`config.mk`:
```
export PLATFORM = sky130hd
export DESIGN_NAME = prio_input_decoder
export DESIGN_NICKNAME = d
export VERILOG_FILES = /design/src/rtl/prio_input_decoder.sv
export SDC_FILE = /design/constraint.sdc
export NUM_CORES = 1
export LEC_CHECK = 0
export CORE_UTILIZATION = 40
export CTS_BUF_LIST = sky130_fd_sc_hd__clkbuf_4 sky130_fd_sc_hd__clkbuf_8
export DETAILED_ROUTE_END_ITERATION = 12
export PLACE_DENSITY = 0.67
export SLEW_MARGIN = 20
export SYNTH_ARGS = -nofsm -noshare
export SYNTH_HDL_FRONTEND = slang
export SYNTH_SLANG_ARGS = --single-unit
export TNS_END_PERCENT = 50
```
`constraint.sdc`:
```
create_clock -name clk -period 2 [get_ports clk]
set_input_delay 0.5 -clock clk [delete_from_list [all_inputs] [get_ports clk]]
set_output_delay 0.5 -clock clk [all_outputs]
set_load 0.02 [all_outputs]
```
`src/rtl/prio_input_decoder.sv`:
```
// rtl/prio_input_decoder.sv - fixed-priority get/resume decoder with starvation aging
// Resumes beat gets; a starved get channel beats a plain get; the lowest index wins within each class.
module prio_input_decoder #(
  parameter int NUM_CH     = 4,
  parameter int STARVE_W   = 4,
  parameter int STARVE_MAX = 15
) (
  input  logic                      clk,
  input  logic                      rst,
  input  logic                      decode_en,
  input  logic [NUM_CH-1:0]         ch_valid,
  input  logic [NUM_CH-1:0]         ch_block,
  input  logic [NUM_CH-1:0]         resume_req,
  input  logic                      restrict_en,
  input  logic [NUM_CH-1:0]         restrict_mask,
  output logic [NUM_CH-1:0]         do_get,
  output logic [NUM_CH-1:0]         resume_ack,
  output logic [NUM_CH-1:0]         grant,
  output logic                      grant_is_resume,
  output logic [$clog2(NUM_CH)-1:0] grant_idx,
  output logic                      look,
  output logic [NUM_CH-1:0]         starve_flag
);

  localparam int IDX_W = $clog2(NUM_CH);
  localparam logic [STARVE_W-1:0] AGE_MAX = STARVE_W'(STARVE_MAX);
  localparam bit AGING_ON = (STARVE_MAX != 0);

  if (NUM_CH < 2) begin : g_bad_num_ch
    $error("prio_input_decoder: NUM_CH must be at least 2");
  end
  if (STARVE_MAX < 0 || STARVE_MAX >= (1 << STARVE_W)) begin : g_bad_starve_max
    $error("prio_input_decoder: STARVE_MAX must fit in STARVE_W bits");
  end

  logic [NUM_CH-1:0]   can_get_q, can_get_d;
  logic [NUM_CH-1:0]   grant_q, grant_d;
  logic                grant_is_resume_q, grant_is_resume_d;
  logic [IDX_W-1:0]    grant_idx_q, grant_idx_d;
  logic [STARVE_W-1:0] age_q [NUM_CH];
  logic [STARVE_W-1:0] age_d [NUM_CH];

  logic [NUM_CH-1:0] allow, elig_get, elig_res, elig_starve;
  logic [NUM_CH-1:0] win_get, win_res;
  logic              res_hit, starve_hit, get_hit, active;
  logic [IDX_W-1:0]  res_idx, starve_idx, get_idx, win_idx;

  always_comb begin
    for (int i = 0; i < NUM_CH; i++) begin
      starve_flag[i] = AGING_ON && (age_q[i] == AGE_MAX);
    end
    allow       = ~{NUM_CH{restrict_en}} | restrict_mask;
    elig_get    = can_get_q & ~ch_block & allow;
    elig_res    = resume_req & allow;
    elig_starve = elig_get & starve_flag;
  end

  // Scan from the top down so the lowest eligible index is the one left standing.
  always_comb begin
    res_hit    = 1'b0;
    starve_hit = 1'b0;
    get_hit    = 1'b0;
    res_idx    = '0;
    starve_idx = '0;
    get_idx    = '0;
    for (int i = NUM_CH - 1; i >= 0; i--) begin
      if (elig_res[i]) begin
        res_hit = 1'b1;
        res_idx = IDX_W'(i);
      end
      if (elig_starve[i]) begin
        starve_hit = 1'b1;
        starve_idx = IDX_W'(i);
      end
      if (elig_get[i]) begin
        get_hit = 1'b1;
        get_idx = IDX_W'(i);
      end
    end
  end

  always_comb begin
    active  = decode_en & ~rst;
    win_res = '0;
    win_get = '0;
    win_idx = '0;
    if (active) begin
      if (res_hit) begin
        win_res[res_idx] = 1'b1;
        win_idx          = res_idx;
      end else if (starve_hit) begin
        win_get[starve_idx] = 1'b1;
        win_idx             = starve_idx;
      end else if (get_hit) begin
        win_get[get_idx] = 1'b1;
        win_idx          = get_idx;
      end
    end
  end

  always_comb begin
    can_get_d         = ch_valid;
    grant_d           = grant_q;
    grant_is_resume_d = grant_is_resume_q;
    grant_idx_d       = grant_idx_q;
    for (int i = 0; i < NUM_CH; i++) begin
      age_d[i] = age_q[i];
    end
    if (decode_en) begin
      grant_d           = win_get | win_res;
      grant_is_resume_d = |win_res;
      grant_idx_d       = win_idx;
      // Blocked or restricted channels with valid data keep their age rather than losing it.
      for (int i = 0; i < NUM_CH; i++) begin
        if (!AGING_ON || win_get[i] || !can_get_q[i]) begin
          age_d[i] = '0;
        end else if (elig_get[i] && age_q[i] != AGE_MAX) begin
          age_d[i] = age_q[i] + STARVE_W'(1);
        end
      end
    end
  end

  always_ff @(posedge clk) begin
    if (rst) begin
      can_get_q         <= '0;
      grant_q           <= '0;
      grant_is_resume_q <= 1'b0;
      grant_idx_q       <= '0;
      for (int i = 0; i < NUM_CH; i++) begin
        age_q[i] <= '0;
      end
    end else begin
      can_get_q         <= can_get_d;
      grant_q           <= grant_d;
      grant_is_resume_q <= grant_is_resume_d;
      grant_idx_q       <= grant_idx_d;
      for (int i = 0; i < NUM_CH; i++) begin
        age_q[i] <= age_d[i];
      end
    end
  end

  assign do_get          = win_get;
  assign resume_ack      = win_res;
  assign grant           = grant_q;
  assign grant_is_resume = grant_is_resume_q;
  assign grant_idx       = grant_idx_q;
  assign look            = |grant_q;

endmodule

```
==> results.yml <==
outcome:
  outcome: "finished, violations left"
  violations: "setup timing"
yosys:
  synthXorXnorAreaFrac_pct: 1.617
  yosysWarnings: 0
  async_flop_share_pct: 0
  syn-mean-instance-area_sq_um: 7.967
  synth-seq-cells: 27
  syn_nets: 228
  yosys.area.top_type: "dfxtp_1"
  ys_types: 55
  synth.area.top_cells: "dfxtp_1 33%, a21oi_1 6.2%, nor2_1 4.8%, nor3_1 3.4%, nand2_1 3.2%"
  synthCells: 204
  synth_fa_ha_area_share_pct: 3.079
  synth_top_area_share_pct: 33.26
  yosys.area_share.simple_pct: 33.49
  ys.flop_type: "dfxtp_1"
  synth_top_family_by_area: "simple AND/OR/NAND/NOR gates"
  synth-edff-count: 0
  synth_area_sq_um: 1625
  synthMuxAreaShare_pct: 0
  seq_area_frac_synth_pct: 33.26
  synth_compound_area_share_pct: 24.02
die:
  core_area_sq_um: 3771
  rows: 22
  num_io_pins: 40
  die_w_um: 65.75
  initial_core_util_pct: 43.10
  dieArea_sq_um: 4322
  dieHeight_um: 65.75
worst_setup_path:
  critPathLaunchType: "primary input"
  cpMaxStageDelayCell: "nor3b_4"
  path_max_fanout: 5
  max_stage_delay_ns: 0.29
  cp.required_ns: 1.50
  crit_path_frequent_cell: "buf_6"
  crit_chain: "buf_6 > or2b_1 > nor3b_4 > buf_6 > a211oi_2 > o211ai_1 > inv_1 > buf_6"
  worst-path-buf-inv: 4
  cp.arrival_ns: 1.78
  path_delay_family: "buffers and inverters"
  path_class: "in2out"
  end_kind: "primary output"
drt:
  avgViaCountPerCell: 5.250
  drt_wl_total_mm: 5.328
  wl_per_cell_um: 14.02
  drtAntennaViolNets: 0
  highest_layer: "met4"
  drc: 0
  via_count: 1995
  route.met3.wl_um: 194
  first_iter_violations: 85
  first_pass_iters: 4
  met2_length_mm: 2.663
  met1_length_mm: 2.365
sta:
  maxSlewHeadroom_pct: 79.37
  fin_crit_ns: 2.280
  drv_slew: 0
  fin_crit_sh_pct: 114.0
  setup_tns_ns: -1.612
  fmax_mhz: 438.6
  fin_ws_ns: -0.2802
  max_slew.worst_pin.slew_ns: 0.3068
  rsz0062_at_grt: "true"
  hold_ws_ns: 0.5037
  hold_violations: 0
  skew_ns: 0.003213
  setup_viol: 10
layout:
  nets: 357
  multiInputGateArea_sq_um: 1236
  fillers: 237
  finalInstanceArea_sq_um: 2997
  antennaDiodeCount: 0
  regArea_sq_um: 550.5
  drive_above_1_share_pct: 49.40
  synthToLayoutAreaGrowth_pct: 84.37
  utilization_pct: 79.46
clock_tree:
  worstSkewPairLatency_ns: 0.28
  cts_tree: "built"
  hold_buffers: 0
  cts_buffer_depth: 2
  cts_made_buffers: 3
  clkSlewWorstSetupHoldPaths_ns: 0.10
  htree_levels: 1
  root_buffer: "clkbuf_8"
  cts_sinks: 27
pwr:
  power.total_mw: 1.238
  p_per_area_nw_per_um2: 413.0
  p_leak_nw: 1.313
  vdd_ir_drop_max_uv: 314.6
placed_design:
  place_hpwl_mm: 3.696
  gpl.final_weighted_congestion: 0.9683
  io_buffers: 39
  placed_area_sq_um: 2625
hold_path:
  hold_path.class: "reg2reg"
grt:
  grt_use_total_pct: 26.72
  grt_pass1_wl_mm: 8.659
  grt_max_degree: 18
  grt_overflow_total: 0
  antenna_found_initial: 0
  grt_pass1_vias: 1927
flow_run:
  cap_violations: 0
-- worst reg2reg max path: cells and delay by family, from the launching register on --
family                   cells  cell delay [ns]
buffers and inverters        2             0.34
AND/OR/NAND/NOR              4             0.85
adder cells (fa/ha/maj)      1             0.20
flip-flops                   1             0.36
AO/OA/AOI/OAI                2             0.38
-- logic make-up (layout without fill, tap and decap cells) --
family / after synthesis / count (layout)
flip-flops: 27 / 27
AND/OR/NAND/NOR: 93 / 93
buffers and inverters: 19 / 147
AO/OA/AOI/OAI: 58 / 58
XOR/XNOR: 3 / 3
adder cells (fa/ha/maj): 4 / 4
-- stage by stage --
step | cells | worst slack, ns
after floorplan | 204 | -0.1073
after global placement | 359 | -1.201
after detailed placement | 359 | -1.217
after CTS | 372 | -0.2920
after global routing | 380 | -0.3266
final | 380 | -0.2802
-- cell usage after synthesis (2+ instances only) --
| library cell | count |
|---|---|
| a211oi_1 | 2 |
| a21o_1 | 3 |
| a21oi_1 | 20 |
| a22oi_1 | 2 |
| a31oi_1 | 2 |
| buf_2 | 2 |
| clkbuf_1 | 2 |
| dfxtp_1 | 27 |
| ha_1 | 4 |
| inv_1 | 13 |
| nand2_1 | 14 |
| nand2b_1 | 2 |
| nand3_1 | 10 |
| nand4_1 | 6 |
| nor2_1 | 21 |
| nor2b_1 | 7 |
| nor2b_2 | 2 |
| nor3_1 | 11 |
| o21a_1 | 2 |
| o21ai_0 | 9 |
| o21ai_1 | 3 |
| o31ai_1 | 3 |
| or2b_1 | 3 |
| or3b_1 | 2 |
| xor2_1 | 2 |
-- sequential cells by signal, indices dropped and copies added (netlist names) --
register	flops
grant_is_resume	1
age_q	16
can_get_q	4
grant	4
grant_idx	2
-- power breakdown --
part	leakage, nW	internal, mW	switching (mW)	total [mW]
clock network	0.0255	0.140	0.185	0.325
logic	1.06	0.178	0.164	0.342
registers	0.223	0.556	0.0144	0.571
-- final timing paths --
check,startpoint,to,slack [ns],depth (start not counted)
setup reg to reg,age_q[0][1],age_q[1][3],-0.18,9
hold reg to reg,grant_is_resume,grant_is_resume,0.50,2
setup / recovery,restrict_en,do_get[0],-0.28,8
hold / removal,grant_is_resume,grant_is_resume,0.50,2
-- what timing repair did --
| item | CTS | global route |
|---|---|---|
| gates resized for setup | 151 | 16 |
| pin swaps | 22 | 10 |
| setup buffers | 10 | 8 |
| endpoints found under the setup margin | 35 | 19 |
-- per-layer routing --
| layer | vias to the layer above | track usage (%) |
|---|---|---|
| met3 | 11 | 2.778 |
| met4 | 0 | 11.41 |
| li1 | 1001 | - |
| met1 | 926 | 32.55 |
| met5 | - | 0 |
| met2 | 57 | 46.94 |
-- final cells by class --
| cell class | count | area share [%] |
|---|---|---|
| repair buffers | 128 | 34.78 |
| inverters | 15 | 2.046 |
| multi-input cells | 158 | 41.25 |
| flip-flops and latches | 27 | 18.37 |
| well taps | 48 | 2.004 |
| clock buffers | 3 | 1.378 |
| clock inverters | 1 | 0.1670 |
-- cell usage in the layout (no fill, tap or decap), types with 9 or more instances in the layout --
cell type,synthesis,layout
buf_4,0,85
dfxtp_1,27,21
nor2_1,21,19
a21oi_1,20,18
buf_6,0,17
nand2_1,14,13
clkdlybuf4s50_1,0,11
inv_1,13,9
nor3_1,11,9
No activity file was read; power rests on OpenSTA's default activity.
